===== src/rtl/cam_ctrl.sv =====
// Sequencing controller and arbiter for the 16-entry translation CAM.
// Serializes two lookup ports and one management port (write/delete/PID flush) onto the CAM's single command interface.
module cam_ctrl #(
    parameter int FLUSH_VPNS  = 16,
    parameter int TIMEOUT_CYC = 64
) (
    input  logic       clk,
    input  logic       rst,
    input  logic       lk0_req,
    input  logic [7:0] lk0_key,
    output logic       lk0_ack,
    output logic       lk0_rvalid,
    output logic       lk0_hit,
    output logic [7:0] lk0_pa,
    input  logic       lk1_req,
    input  logic [7:0] lk1_key,
    output logic       lk1_ack,
    output logic       lk1_rvalid,
    output logic       lk1_hit,
    output logic [7:0] lk1_pa,
    input  logic       mg_req,
    input  logic [1:0] mg_op,
    input  logic [7:0] mg_key,
    input  logic [7:0] mg_data,
    output logic       mg_ack,
    output logic       mg_done,
    output logic [1:0] cam_cmd,
    output logic [7:0] cam_key,
    output logic [7:0] cam_datain,
    input  logic [7:0] cam_dataout,
    input  logic       cam_outvalid,
    input  logic       cam_pagefault,
    input  logic       cam_outrdy,
    output logic       busy,
    output logic [7:0] fault_cnt,
    output logic       to_err
);

    typedef enum logic [2:0] {
        IDLE,
        RD_WAIT,
        WR_WAIT,
        FL_ISSUE,
        FL_WAIT,
        RESP
    } state_t;

    localparam logic [3:0] LAST_VPN = 4'(FLUSH_VPNS - 1);
    localparam logic [7:0] TO_LAST  = 8'(TIMEOUT_CYC - 1);

    state_t     state;
    state_t     state_nxt;
    logic       rr_lk1_last;
    logic       owner_lk1;
    logic       hit_r;
    logic [7:0] pa_r;
    logic [7:0] timer;
    logic [3:0] fl_vpn;
    logic [3:0] fl_pid;

    logic mg_valid;
    logic cmd_cycle;
    logic grant_mg;
    logic grant_lk0;
    logic grant_lk1;
    logic rd_resp;
    logic rd_timeout;
    logic wr_done;
    logic fl_issue;
    logic fl_next;
    logic fl_done;

    assign mg_valid  = mg_req && (mg_op != 2'b00);
    assign cmd_cycle = (cam_cmd != 2'b00);
    assign busy      = (state != IDLE);

    always_ff @(posedge clk or negedge rst) begin
        if (!rst) begin
            state <= IDLE;
        end else begin
            state <= state_nxt;
        end
    end

    // The CAM's outrdy is meaningless while our own command is on the bus, so
    // write/delete completion only looks at it once cam_cmd has returned to idle.
    always_comb begin
        state_nxt  = state;
        grant_mg   = 1'b0;
        grant_lk0  = 1'b0;
        grant_lk1  = 1'b0;
        rd_resp    = 1'b0;
        rd_timeout = 1'b0;
        wr_done    = 1'b0;
        fl_issue   = 1'b0;
        fl_next    = 1'b0;
        fl_done    = 1'b0;
        case (state)
            IDLE: begin
                if (cam_outrdy) begin
                    if (mg_valid) begin
                        grant_mg  = 1'b1;
                        state_nxt = (mg_op == 2'b11) ? FL_ISSUE : WR_WAIT;
                    end else if (lk0_req && (!lk1_req || rr_lk1_last)) begin
                        grant_lk0 = 1'b1;
                        state_nxt = RD_WAIT;
                    end else if (lk1_req) begin
                        grant_lk1 = 1'b1;
                        state_nxt = RD_WAIT;
                    end
                end
            end
            RD_WAIT: begin
                if (cam_pagefault || cam_outvalid) begin
                    rd_resp   = 1'b1;
                    state_nxt = RESP;
                end else if (timer == TO_LAST) begin
                    rd_timeout = 1'b1;
                    state_nxt  = RESP;
                end
            end
            WR_WAIT: begin
                if (!cmd_cycle && cam_outrdy) begin
                    wr_done   = 1'b1;
                    state_nxt = IDLE;
                end
            end
            FL_ISSUE: begin
                if (cam_outrdy) begin
                    fl_issue  = 1'b1;
                    state_nxt = FL_WAIT;
                end
            end
            FL_WAIT: begin
                if (!cmd_cycle && cam_outrdy) begin
                    if (fl_vpn == LAST_VPN) begin
                        fl_done   = 1'b1;
                        state_nxt = IDLE;
                    end else begin
                        fl_next   = 1'b1;
                        state_nxt = FL_ISSUE;
                    end
                end
            end
            RESP:    state_nxt = IDLE;
            default: state_nxt = IDLE;
        endcase
    end

    // All pulses default low each cycle; a pagefault beats a simultaneous outvalid.
    always_ff @(posedge clk or negedge rst) begin
        if (!rst) begin
            cam_cmd     <= 2'b00;
            cam_key     <= 8'h00;
            cam_datain  <= 8'h00;
            lk0_ack     <= 1'b0;
            lk1_ack     <= 1'b0;
            mg_ack      <= 1'b0;
            lk0_rvalid  <= 1'b0;
            lk1_rvalid  <= 1'b0;
            lk0_hit     <= 1'b0;
            lk1_hit     <= 1'b0;
            lk0_pa      <= 8'h00;
            lk1_pa      <= 8'h00;
            mg_done     <= 1'b0;
            fault_cnt   <= 8'h00;
            to_err      <= 1'b0;
            rr_lk1_last <= 1'b1;
            owner_lk1   <= 1'b0;
            hit_r       <= 1'b0;
            pa_r        <= 8'h00;
            timer       <= 8'h00;
            fl_vpn      <= 4'h0;
            fl_pid      <= 4'h0;
        end else begin
            cam_cmd    <= 2'b00;
            lk0_ack    <= 1'b0;
            lk1_ack    <= 1'b0;
            mg_ack     <= 1'b0;
            lk0_rvalid <= 1'b0;
            lk1_rvalid <= 1'b0;
            mg_done    <= 1'b0;

            if (grant_mg) begin
                mg_ack <= 1'b1;
                fl_vpn <= 4'h0;
                fl_pid <= mg_key[3:0];
                if (mg_op != 2'b11) begin
                    cam_cmd    <= mg_op;
                    cam_key    <= mg_key;
                    cam_datain <= mg_data;
                end
            end

            if (grant_lk0 || grant_lk1) begin
                cam_cmd     <= 2'b11;
                cam_key     <= grant_lk1 ? lk1_key : lk0_key;
                owner_lk1   <= grant_lk1;
                rr_lk1_last <= grant_lk1;
                lk0_ack     <= grant_lk0;
                lk1_ack     <= grant_lk1;
                timer       <= 8'h00;
            end

            if (state == RD_WAIT) begin
                timer <= timer + 8'd1;
            end

            if (rd_resp) begin
                hit_r <= !cam_pagefault;
                pa_r  <= cam_pagefault ? 8'h00 : cam_dataout;
            end

            if (rd_timeout) begin
                hit_r  <= 1'b0;
                pa_r   <= 8'h00;
                to_err <= 1'b1;
            end

            if (state == RESP) begin
                if (owner_lk1) begin
                    lk1_rvalid <= 1'b1;
                    lk1_hit    <= hit_r;
                    lk1_pa     <= pa_r;
                end else begin
                    lk0_rvalid <= 1'b1;
                    lk0_hit    <= hit_r;
                    lk0_pa     <= pa_r;
                end
                if (!hit_r && (fault_cnt != 8'hFF)) begin
                    fault_cnt <= fault_cnt + 8'd1;
                end
            end

            if (wr_done || fl_done) begin
                mg_done <= 1'b1;
            end

            if (fl_issue) begin
                cam_cmd <= 2'b10;
                cam_key <= {fl_vpn, fl_pid};
            end

            if (fl_next) begin
                fl_vpn <= fl_vpn + 4'd1;
            end
        end
    end

endmodule


===== config.mk =====
export PLATFORM = sky130hd
export DESIGN_NAME = cam_ctrl
export DESIGN_NICKNAME = d
export VERILOG_FILES = /design/src/rtl/cam_ctrl.sv
export SDC_FILE = /design/constraint.sdc
export NUM_CORES = 1
export LEC_CHECK = 0
export CORE_MARGIN = 2
export CORE_UTILIZATION = 48
export DETAILED_ROUTE_END_ITERATION = 16
export PLACE_DENSITY = 0.85
export SETUP_SLACK_MARGIN = 0.5
export SYNTH_ARGS = -nofsm -noshare
export SYNTH_HDL_FRONTEND = slang
export SYNTH_SLANG_ARGS = --single-unit
export TNS_END_PERCENT = 50

===== constraint.sdc =====
create_clock -name clk -period 2.3 [get_ports clk]
set_input_delay 0.23 -clock clk [delete_from_list [all_inputs] [get_ports clk]]
set_output_delay 0.23 -clock clk [all_outputs]
set_load 0.01 [all_outputs]

# == Word-level counts from Yosys, hierarchy flattened ==
# Cells that the tools add are included.
# Widths: inputs -> output; s select.
# totals
reg_bits,81
inputBits,50
output_inout_bits,52
word_cells,135
# op_classes
add_sub_neg,3
n_eq_ne,16
muxes,65
bitwise,1
reduce_logical,27
# op_table
op,count
$mux 8,10
$mux 1,38
$mux 3,9
$add 8x1->8 const B,2
$pmux 3 s5,1
$mux 2,5
$ne 2x2->1 const B,5
$reduce_and 2->1,5
$reduce_bool 2->1,5
$reduce_bool 3->1,3
$eq 8x6->1 const B,1
$mux 4,2
$ne 8x8->1 const B,1
$eq 3x2->1 const B,2
$eq 3x3->1 const B,2
$reduce_and 6->1,1
$add 4x1->4 const B,1
$eq 4x4->1 const B,1
$logic_and 1x1->1,4
$logic_not 1->1,4
$logic_or 1x1->1,4
$ne 4x4->1 const B,1
$eq 3x1->1 const B,1
$logic_not 3->1,1
other kinds (3),3

# == Logic depth before layout (Yosys ltp) ==
# Gate-level depths: netlist of the first run.
# depth
depth_word,10
mapped_depth,6
depth_no_buf,5

# == Worst setup path before layout of the first run ==
# No wires, ideal clock.
# synth_path
kind,register to register
from,register state[2]
to,register cam_key[2]
setup_time_ns,0.128
arrival_time_ns,1.655
required_time_ns,2.172
path_slack_ns,0.518
path_stages_with_launch,7
path_buffers,2
synth_period_minus_slack_ns,1.782
path_cell_list,dfrtp_1 > buf_2 > nor4b_4 > o211ai_1 > and2_1 > buf_2 > mux2_1
# synth_between
elab_chain_cells,5
word_cells_on_any_way,13
classes_between,eq/ne: 1; mux: 7; reduce/logical: 5
# synth_rtl
element,line_no,text
from (decl),51,state_t state;
from (signal assigned),81,state <= state_nxt;
$logic_not 3->1,98,case (state)
$mux 1,98,
$mux 8 / $logic_or 1x1->1 (equally long branches),"197, 195",
$mux 8 / $reduce_bool 3->1 (equally long branches),-,
$mux 8 / $reduce_and 2->1 (equally long branches),-,
to (signal assigned),190,cam_key <= mg_key;
to (signal assigned),197,cam_key <= grant_lk1 ? lk1_key : lk0_key;
to (signal assigned),241,"cam_key <= {fl_vpn, fl_pid};"
to (decl),28,"output logic [7:0] cam_key,"
# Parallel ways exist; a longest one is shown, timed or not.
# A chain may end at the register's enable or synchronous reset.

# == Worst setup path after layout of the first run ==
# layout_path
from,register state[1]
to,register fault_cnt[1]
# layout_between
elab_chain_cells,2
# layout_rtl
element,line_no,text
$eq 3x3->1,220,if (state == RESP) begin
$reduce_and 2->1 (no source line),-,
to (signal assigned),231,fault_cnt <= fault_cnt + 8'd1;
to (decl),35,"output logic [7:0] fault_cnt,"
# No other way between the ends.

==> impl_metrics.yaml, run 1 <==
run_status:
  status: "finished, final reports clean"
clocking:
  clk_pin_slew_ns: 0.09
  cts_root_buf: "clkbuf_8"
  cts_tree: "yes"
  numCtsBuffers: 9
  clk_path_buf_depth: 2
  htree_levels: 3
  cts.sinks: 81
  clk_latency_ns: 0.35
placed_design:
  placed_cells: 498
  place.gp.congestion: 0.870
  io_buffer_count: 101
  place_hpwl_mm: 6.71
detailed_routing:
  vias: 2917
  wl_met2_mm: 4.74
  drc_errors: 0
  met3WireLength_um: 539
  met1_length_mm: 3.90
  drt-total-wl_mm: 9.32
  routedWlPerCell_um: 17.8
  drt_iter0_markers: 169
  antenna_left: 0
  highest_layer: "met4"
  first_pass_iters: 4
  vias_per_cell: 5.58
logic_synthesis:
  async_flop_share_pct: 100
  syn_area_mm2: 0.00364
  yosysSeqAreaShare_pct: 55.7
  ys_ff_latch: 81
  synthFlopType: "dfrtp_1"
  ys_warn_count: 0
  synth_edf_count: 0
  syn_nets: 347
  synthCells: 294
  syn_avg_cell_area_um2: 12.4
  synth_cell_types: 55
grt:
  grt_pass1_wl_mm: 14.5
  grt_max_degree: 50
  gr-total-overflow: 0
  grtUsageTotal_pct: 22.1
  grt_pass1_vias: 3007
  antenna_found_initial: 0
cells_and_area:
  fin_nets: 472
  syn_to_final_growth_pct: 42.5
  instances_no_fill: 523
  diodes: 0
  drive_gt1_share_pct: 21.5
die:
  start_util_pct: 49.9
  io_pins: 102
  coreArea_mm2: 0.00729
  die_y_um: 91.1
  die-width_um: 91.1
  dieArea_mm2: 0.00830
  num_rows: 31
power_and_ir_drop:
  vdd_drop_max_mv: 0.548
  seqPwrFrac_pct: 39.7
  pwr-share-comb_pct: 41.2
  p_clk_share_pct: 19.1
  cellLeakagePower_nw: 2.35
  power_switching_share_pct: 33.9
  p_per_area_mw_per_mm2: 1190
  internal-power_mw: 4.06
  p_switching_mw: 2.08
timing:
  setup_tns_ns: 0
  hold_ws_ns: 0.444
  worst_pin_slew_ns: 0.627
  fin_crit_sh_pct: 81.6
  finalHoldViolCount: 0
  rsz0062_at_grt: "yes"
  slew_viol_final: 0
  finalCriticalPeriod_ns: 1.88
  fmax_ghz: 0.533
  clock_skew_ns: 0.00866
  slew_headroom_pct: 58.2
  finalSetupViolCount: 0
setup_path:
  worstSetupStartpointType: "flip-flop"
  cp.required_ns: 2.54
  cp.arrival_ns: 2.11
  crit_path_cell_trace: "clkbuf_2, nand3b_1, a211oi_4, buf_4, mux2_2"
  crit_path_end_kind: "flip-flop"
  cp_max_fo: 8
  crit_type: "flip-flop to flip-flop"
  cp_slowest_stage_delay_ns: 0.48
  cp_slowest_cell: "dfrtp_2"
flow_run:
  cap_violations: 0
min_path:
  hold_path.class: "primary input to asynchronous set/reset pin"
-- final timing paths --
path	startpoint	to	slack, ns	cells after the start
min reg2reg	to_err$_DFFE_PN0P_	to_err$_DFFE_PN0P_	0.48	1
max	state[1]$_DFFE_PN0P_	fault_cnt[1]$_DFFE_PN0P_	0.42	5
max in group asynchronous	rst	rr_lk1_last$_DFFE_PN1P_	1.20	3
min in group clk	to_err$_DFFE_PN0P_	to_err$_DFFE_PN0P_	0.48	1
max reg2reg	state[1]$_DFFE_PN0P_	fault_cnt[1]$_DFFE_PN0P_	0.42	5
min	rst	hit_r$_DFFE_PN0P_	0.44	2
-- placed cells by master (no fill, tap or decap), drive strengths merged, types with 3 or more instances in the layout --
| cell type | n |
|---|---|
| xor2 | 4 |
| mux2i | 8 |
| o21ai | 13 |
| ha | 3 |
| nand3b | 3 |
| or2 | 3 |
| a22o | 8 |
| clkbuf | 11 |
| a211oi | 3 |
| xnor2 | 8 |
| nand2 | 16 |
| inv | 10 |
| nor2 | 7 |
| a32oi | 8 |
| and3 | 8 |
| a21o | 4 |
| dfrtp | 80 |
| clkdlybuf4s50 | 100 |
| o22ai | 10 |
| nand4 | 3 |
| buf | 21 |
| mux2 | 39 |
| nand3 | 12 |
| nor2b | 3 |
-- cell type report --
cell class                      instances  area (um^2)
Clock buffer                           10          138
Clock inverter                          6         90.1
Fill cell                             546         2110
Inverter                                9         33.8
Multi-Input combinational cell        195         1560
Sequential cell                        81         2030
Tap cell                               99          124
Timing Repair Buffer                  123         1210
-- metal layers --
metal  track usage [%]  up-vias
met5                 0        -
met4              6.44        0
met3              4.15       15
met2              38.8      120
met1              27.8     1425
li1                  -     1357
-- worst max-delay path: cells and delay by family (launching register included) --
kind                   cells  cell delay, ns
muxes                      1            0.33
buffers and inverters      2            0.36
DFF                        1            0.48
and+or+nand+nor            1            0.33
AOI/OAI and AO/OA          1            0.26
-- what timing repair did --
item | 4_1_cts | 5_1_grt
endpoints found under the setup margin | 22 | 23
pin swaps | 1 | 2
endpoints found under the hold margin | 48 | 0
hold buffers | 1 | 0
buffers inserted | 2 | 6
resized for setup | 5 | 6
-- metrics by stage --
step                      setup slack (ns)  cell area, um^2  power (mW)  utilization (%)
after CTS                            0.457             5100        6.01             70.0
after floorplan                      0.518             3640        3.61                -
final                                0.424             5180        6.15             71.1
after detailed placement            0.0892             4840        4.78             66.4
after global routing                 0.373             5180        6.50             71.1
after global placement               0.263             4840        4.67             66.4
-- cells by family (layout without fill, tap and decap cells) --
kind of cell             Yosys count  after routing  synth area share, %
XOR/XNOR                          12             12                 2.89
AO/OA/AOI/OAI                     64             64                 12.9
AND/OR/NAND/NOR                   69             69                 11.1
flip-flops                        81             81                 55.7
adder cells (fa/ha/maj)            3              3                 1.03
multiplexers                      47             47                 14.3
buffers and inverters             18            148                 2.13
-- flip-flops by register name, summed over array words and instances (netlist names), 2 cells and up --
register and count:
cam_key 8, fault_cnt 8, fl_vpn 4, cam_datain 8, state 3, timer 8
pa_r 8, cam_cmd 2, lk1_pa 8, lk0_pa 8, fl_pid 4
-- Yosys cell counts (2+ instances only) --
cell / count / share of area [%]
or2_2: 3 / 0.52
nand2_1: 16 / 1.7
a22o_1: 8 / 1.9
o21ai_1: 2 / 0.28
ha_1: 3 / 1.0
a21oi_1: 2 / 0.28
clkbuf_1: 2 / 0.21
and2_1: 2 / 0.34
nand3_1: 12 / 1.7
o41ai_1: 2 / 0.48
nor2_1: 6 / 0.62
o31ai_1: 2 / 0.41
o22ai_1: 10 / 1.7
xor2_1: 4 / 0.96
nor2b_1: 3 / 0.52
a21o_1: 4 / 0.83
a32oi_1: 8 / 1.9
o211ai_1: 2 / 0.41
inv_1: 9 / 0.93
xnor2_1: 8 / 1.9
nor3_1: 2 / 0.28
mux2i_1: 8 / 2.2
o311ai_0: 2 / 0.48
o21ai_0: 11 / 1.5
buf_2: 5 / 0.69
and3_1: 8 / 1.4
mux2_2: 38 / 12
nand4_1: 3 / 0.52
nand3b_1: 3 / 0.62
a211oi_1: 2 / 0.41
dfrtp_1: 80 / 55
-- power groups by stage --
stage	clock network [mW]	logic [mW]	registers (mW)
floorplan	0	1.17	2.44
global placement	0	2.25	2.42
detailed placement	0	2.34	2.44
CTS	1.19	2.39	2.43
global route	1.27	2.73	2.51
finish	1.17	2.53	2.44
Note: power is estimated with default switching activity, not from simulation.
==> run 2, diff against run 1 <==
--- a/config.mk
+++ b/config.mk
@@ -6,9 +6,9 @@
 export NUM_CORES = 1
 export LEC_CHECK = 0
 export CORE_MARGIN = 2
-export CORE_UTILIZATION = 48
+export CORE_UTILIZATION = 43
 export DETAILED_ROUTE_END_ITERATION = 16
-export PLACE_DENSITY = 0.85
+export PLACE_DENSITY = 0.81
 export SETUP_SLACK_MARGIN = 0.5
 export SYNTH_ARGS = -nofsm -noshare
 export SYNTH_HDL_FRONTEND = slang
==> constraint.sdc (replaced) <==
create_clock -name clk -period 1.7 [get_ports clk]
set_input_delay 0.17 -clock clk [delete_from_list [all_inputs] [get_ports clk]]
set_output_delay 0.17 -clock clk [all_outputs]
set_load 0.01 [all_outputs]
==> run 2 against run 1 <==
The run now ends with setup timing left. Power increased by 58%. Via count rose by 12%. Die area increased by 11%. Critical endpoint is now state[2]$_DFFE_PN0P_. Highest routed layer unchanged.
==> impl_metrics.yaml, run 2 (synthesized netlist as in run 1, its figures left out) <==
clocking:
  cts_root_buf: "clkbuf_8"
  cts_tree: "yes"
  clk_path_buf_depth: 2
  clk_pin_slew_ns: 0.09
  clk_latency_ns: 0.35
  cts.sinks: 81
  htree_levels: 3
  numCtsBuffers: 9
detailed_routing:
  first_pass_iters: 4
  vias: 3281
  met3WireLength_um: 536
  routedWlPerCell_um: 19.5
  wl_met2_mm: 6.06
  vias_per_cell: 5.63
  drt_iter0_markers: 153
  antenna_left: 0
  drc_errors: 0
  highest_layer: "met4"
  drt-total-wl_mm: 11.4
  met1_length_mm: 4.41
grt:
  gr-total-overflow: 0
  grt_pass1_vias: 3294
  antenna_found_initial: 0
  grt_pass1_wl_mm: 15.8
  grt_max_degree: 54
  grtUsageTotal_pct: 22.4
setup_path:
  crit_type: "flip-flop to flip-flop"
  cp_slowest_cell: "dfrtp_2"
  crit_path_cell_trace: "or3b_4, a211oi_4, buf_6, a211o_1, o21ai_1"
  cp.required_ns: 1.93
  r2r_end: "state[2]$_DFFE_PN0P_"
  r2r_start: "state[2]$_DFFE_PN0P_"
  cp_max_fo: 7
  r2r_cells: 5
  crit_family: "flip-flops"
  cp.arrival_ns: 1.96
  worstSetupStartpointType: "flip-flop"
  cp_slowest_stage_delay_ns: 0.50
  crit_buf_inv: 1
  crit_path_end_kind: "flip-flop"
  r2r_setup_slack_ns: -0.03
  worst-path-stages: 5
die:
  io_pins: 102
  dieArea_mm2: 0.00922
  die-width_um: 96
  coreArea_mm2: 0.00822
  start_util_pct: 44.3
  die_y_um: 96
  num_rows: 33
cells_and_area:
  final_cell_mix: "74 x dfrtp_1, 58 x clkdlybuf4s50_1, 44 x buf_4, 37 x dlymetal6s2s_1, 29 x buf_6"
  layout_commonest_cell: "dfrtp_1"
  seq_area_mm2: 0.00204
  drive_gt1_share_pct: 44.4
  multi_input_area_mm2: 0.00204
  nFillCells: 514
  fin_nets: 526
  syn_to_final_growth_pct: 71.5
  diodes: 0
timing:
  fmax_ghz: 0.577
  finalCriticalPeriod_ns: 1.73
  fin_crit_sh_pct: 102
  hold_ws_ns: 0.299
  setup_ws_ns: -0.0339
  finalHoldViolCount: 0
  rsz0062_at_grt: "yes"
  setup_tns_ns: -0.0914
  slew_headroom_pct: 72.8
  slew_viol_final: 0
  worst_pin_slew_ns: 0.408
  finalSetupViolCount: 3
  clock_skew_ns: 0.0105
power_and_ir_drop:
  cellLeakagePower_nw: 3.34
  vdd_drop_max_mv: 0.889
  total_power_mw: 9.68
  p_per_area_mw_per_mm2: 1550
run_status:
  violations: "setup timing"
  status: "complete, but fails checks"
placed_design:
  place.gp.congestion: 0.880
  io_buffer_count: 101
  place_hpwl_mm: 6.64
min_path:
  hold_path.class: "primary input to asynchronous set/reset pin"
flow_run:
  cap_violations: 0
-- run 2: cell types whose count changed in the layout (fill, tap and decap cells not counted), sizes merged --
cell / previous run / this run
buf: 21 / 78
bufinv: 2 / 1
clkbuf: 11 / 13
clkdlybuf4s50: 100 / 58
clkinv: 2 / 0
clkinvlp: 1 / 2
dlymetal6s2s: 0 / 37
inv: 10 / 11
nand2: 16 / 17
-- run 2: repair_timing --
action                                  in CTS  in global routing
buffers inserted                            17                 10
endpoints found under the hold margin       27                  0
endpoints found under the setup margin     133                133
cloned                                       2                  0
hold buffers                                 1                  0
gates resized for setup                     78                121
pin swaps                                   19                 23
-- run 2: where the power goes --
part | internal [mW] | switching, mW
logic | 2.82 | 2.16
clock network | 0.691 | 0.727
registers | 2.68 | 0.617
-- run 2: worst reg2reg max path: cells and delay by family, from the launching register on --
family | cells | cell delay [ns]
DFF | 1 | 0.50
AOI/OAI and AO/OA | 3 | 0.49
and+or+nand+nor | 1 | 0.47
buffers and inverters | 1 | 0.17
-- run 2: stage by stage --
step	utilization [%]	instance area (um^2)	setup slack (ns)	cells
2_1_floorplan	-	3720	-0.00253	294
6_report	76.0	6240	-0.0339	583
3_3_place_gp	62.8	5160	-0.235	537
5_1_grt	76.0	6240	-0.0916	583
3_5_place_dp	62.8	5160	-0.286	537
4_1_cts	70.2	5760	0.0544	573
-- run 2: worst max path at each step --
stage                               from                endpoint  slack (ns)
finish              state[2]$_DFFE_PN0P_    state[2]$_DFFE_PN0P_       -0.03
global route        state[2]$_DFFE_PN0P_    state[2]$_DFFE_PN0P_       -0.09
CTS                 timer[7]$_DFFE_PN0P_    state[1]$_DFFE_PN0P_        0.05
detailed placement            cam_outrdy    state[0]$_DFFE_PN0P_       -0.29
global placement                 lk1_req  cam_key[0]$_DFFE_PN0P_       -0.24
floorplan           state[2]$_DFFE_PN0P_  cam_key[2]$_DFFE_PN0P_      -0.003
-- run 2: routing by layer --
metal	vias to the layer above	global-route usage, %
met5	-	0
met4	0	8.21
met3	28	4.93
met2	130	38.7
met1	1657	27.6
li1	1466	-
-- run 2: layout make-up --
type | count | area share, %
multi-input combinational | 196 | 32.7
sequential | 81 | 32.6
timing repair buffer | 176 | 28.7
clock buffer | 11 | 2.11
tap | 105 | 2.11
clock inverter | 5 | 1.00
inverter | 9 | 0.782
==> run 3, diff against run 2 <==
--- a/config.mk
+++ b/config.mk
@@ -9,7 +9,7 @@
 export CORE_UTILIZATION = 43
 export DETAILED_ROUTE_END_ITERATION = 16
 export PLACE_DENSITY = 0.81
-export SETUP_SLACK_MARGIN = 0.5
+export SETUP_SLACK_MARGIN = 0.2
 export SYNTH_ARGS = -nofsm -noshare
 export SYNTH_HDL_FRONTEND = slang
 export SYNTH_SLANG_ARGS = --single-unit
==> run 3 against run 2 <==
The run still ends with setup timing left. Hold slack worse by 0.038 ns. Critical path depth increased by 1. First-iteration DRC count fell by 46%. Clock power is 4% lower. Utilization is 2.2 points lower. Count of clock-buffer cells in the layout is 2 lower. Fmax fell by 0.44%. Critical path type unchanged.
==> impl_metrics.yaml, run 3 (synthesized netlist as in run 1, its figures left out) <==
run_status:
  status: "complete, but fails checks"
  violations: "setup timing"
grt:
  grtUsageTotal_pct: 20.6
  grt_max_degree: 44
  gr-total-overflow: 0
  antenna_found_initial: 0
  grt_pass1_vias: 3095
  grt_pass1_wl_mm: 14.6
timing:
  clock_skew_ns: 0.00874
  fmax_ghz: 0.574
  setup_ws_ns: -0.0415
  finalCriticalPeriod_ns: 1.74
  rsz0062_at_grt: "yes"
  worst_pin_slew_ns: 0.440
  slew_headroom_pct: 70.7
  fin_crit_sh_pct: 102
  finalHoldViolCount: 0
  finalSetupViolCount: 4
  setup_tns_ns: -0.0725
  slew_viol_final: 0
placed_design:
  placed_cells: 538
  place_ws_ns: -0.285
  io_buffer_count: 101
  place_hpwl_mm: 6.56
  place.gp.congestion: 0.834
cells_and_area:
  layout_commonest_cell: "clkdlybuf4s50_1"
  diodes: 0
  drive_gt1_share_pct: 40.4
  final_cell_mix: "87 x clkdlybuf4s50_1, 74 x dfrtp_1, 47 x buf_4, 28 x mux2_4, 15 x buf_6"
  instances_no_fill: 575
  nFillCells: 544
  syn_to_final_growth_pct: 66.4
  fin_nets: 518
clocking:
  cts.sinks: 81
  clk_latency_ns: 0.35
  clk_path_buf_depth: 2
  htree_levels: 3
  numCtsBuffers: 9
  clk_pin_slew_ns: 0.09
  cts_root_buf: "clkbuf_8"
  cts_tree: "yes"
detailed_routing:
  drc_errors: 0
  vias_per_cell: 5.47
  routedWlPerCell_um: 18.0
  drt-total-wl_mm: 10.4
  drt_iter0_markers: 83
  vias: 3148
  antenna_left: 0
  first_pass_iters: 6
die:
  start_util_pct: 44.3
  coreArea_mm2: 0.00822
  dieArea_mm2: 0.00922
  io_pins: 102
  die-width_um: 96
  num_rows: 33
  die_y_um: 96
flow_run:
  cap_violations: 0
setup_path:
  crit_type: "flip-flop to flip-flop"
  cp_slowest_stage_delay_ns: 0.48
  crit_family: "multiplexers"
  crit_path_end_kind: "flip-flop"
  cp.required_ns: 1.94
  cp.arrival_ns: 1.98
  worstSetupStartpointType: "flip-flop"
  crit_top_cell: "buf_6"
  crit_buf_inv: 2
  cp_slowest_cell: "dfrtp_2"
  crit_path_cell_trace: "buf_6, nand4b_1, buf_6, mux2i_1, o22ai_2, mux2_2"
  cp_max_fo: 6
power_and_ir_drop:
  internal-power_mw: 6.01
  power_switching_share_pct: 36.0
  pwr-share-comb_pct: 50.7
  cellLeakagePower_nw: 2.94
  p_clk_share_pct: 14.5
  p_switching_mw: 3.37
  seqPwrFrac_pct: 34.9
  vdd_drop_max_mv: 0.987
  total_power_mw: 9.39
  p_per_area_mw_per_mm2: 1550
min_path:
  hold_path.class: "primary input to asynchronous set/reset pin"
## run 3: changes by cell type in the layout (fill, tap and decap cells not counted), moves of 3 or more
| cell | previous run | this run |
|---|---|---|
| clkdlybuf4s50_1 | 58 | 87 |
| o21ai_1 | 3 | 6 |
| buf_4 | 44 | 47 |
| dlymetal6s2s_1 | 37 | 11 |
| mux2_4 | 12 | 28 |
| buf_6 | 29 | 15 |
| mux2_2 | 27 | 11 |
## run 3: cell type report
| class | count | area, um^2 | area share, % |
|---|---|---|---|
| Timing Repair Buffer | 168 | 1660 | 27.3 |
| Sequential cell | 81 | 2040 | 33.6 |
| Clock inverter | 7 | 70.1 | 1.16 |
| Clock buffer | 9 | 124 | 2.05 |
| Multi-Input combinational cell | 196 | 2000 | 33.1 |
| Inverter | 9 | 36.3 | 0.599 |
| Tap cell | 105 | 131 | 2.17 |
## run 3: power by group through the flow
stage	Clock (mW)	Sequential [mW]	Combinational [mW]
after floorplan	0	3.31	1.70
after global placement	0	3.18	3.52
after detailed placement	0	3.22	3.64
after CTS	1.38	3.21	4.06
after global routing	1.46	3.37	5.08
final	1.36	3.27	4.76
## run 3: final timing paths
kind / start / to / slack, ns / cells past startpoint
min reg2reg: to_err$_DFFE_PN0P_ / to_err$_DFFE_PN0P_ / 0.48 / 1
max in group asynchronous: rst / fl_pid[3]$_DFFE_PN0P_ / 0.90 / 3
min in group clk: cam_dataout[1] / pa_r[1]$_DFFE_PN0P_ / 0.42 / 2
max reg2reg: state[1]$_DFFE_PN0P_ / cam_key[5]$_DFFE_PN0P_ / -0.04 / 6
min: rst / cam_key[6]$_DFFE_PN0P_ / 0.26 / 2
max: state[1]$_DFFE_PN0P_ / cam_key[5]$_DFFE_PN0P_ / -0.04 / 6
## run 3: layer usage
| metal | vias to the layer above | routed length, um | global-route usage (%) |
|---|---|---|---|
| met3 | 19 | 425 | 3.76 |
| li1 | 1450 | - | - |
| met5 | - | 0 | 0 |
| met2 | 88 | 5440 | 35.3 |
| met4 | 0 | 146 | 7.38 |
| met1 | 1591 | 4340 | 26.0 |
## run 3: worst reg2reg max path, delay by kind of cell (launching register included)
kind                   cells  cell delay, ns
buffers and inverters      2            0.32
AO/OA/AOI/OAI              1            0.10
multiplexers               2            0.56
flip-flops                 1            0.48
AND/OR/NAND/NOR            1            0.17
## run 3: through the flow
stage	hold WS (ns)	utilization [%]	instance area [um^2]
after floorplan	-0.126	-	3700
after global placement	0.0868	62.8	5160
after detailed placement	0.0979	62.8	5160
after CTS	0.255	68.2	5610
after global routing	0.295	73.7	6060
final	0.261	73.7	6060
## run 3: timing repair
action,in CTS,in global routing
setup endpoints to repair,77,87
resized for setup,44,108
setup buffers,11,6
hold buffers,1,0
endpoints found under the hold margin,21,0
cloned,1,2
pin swaps,19,23
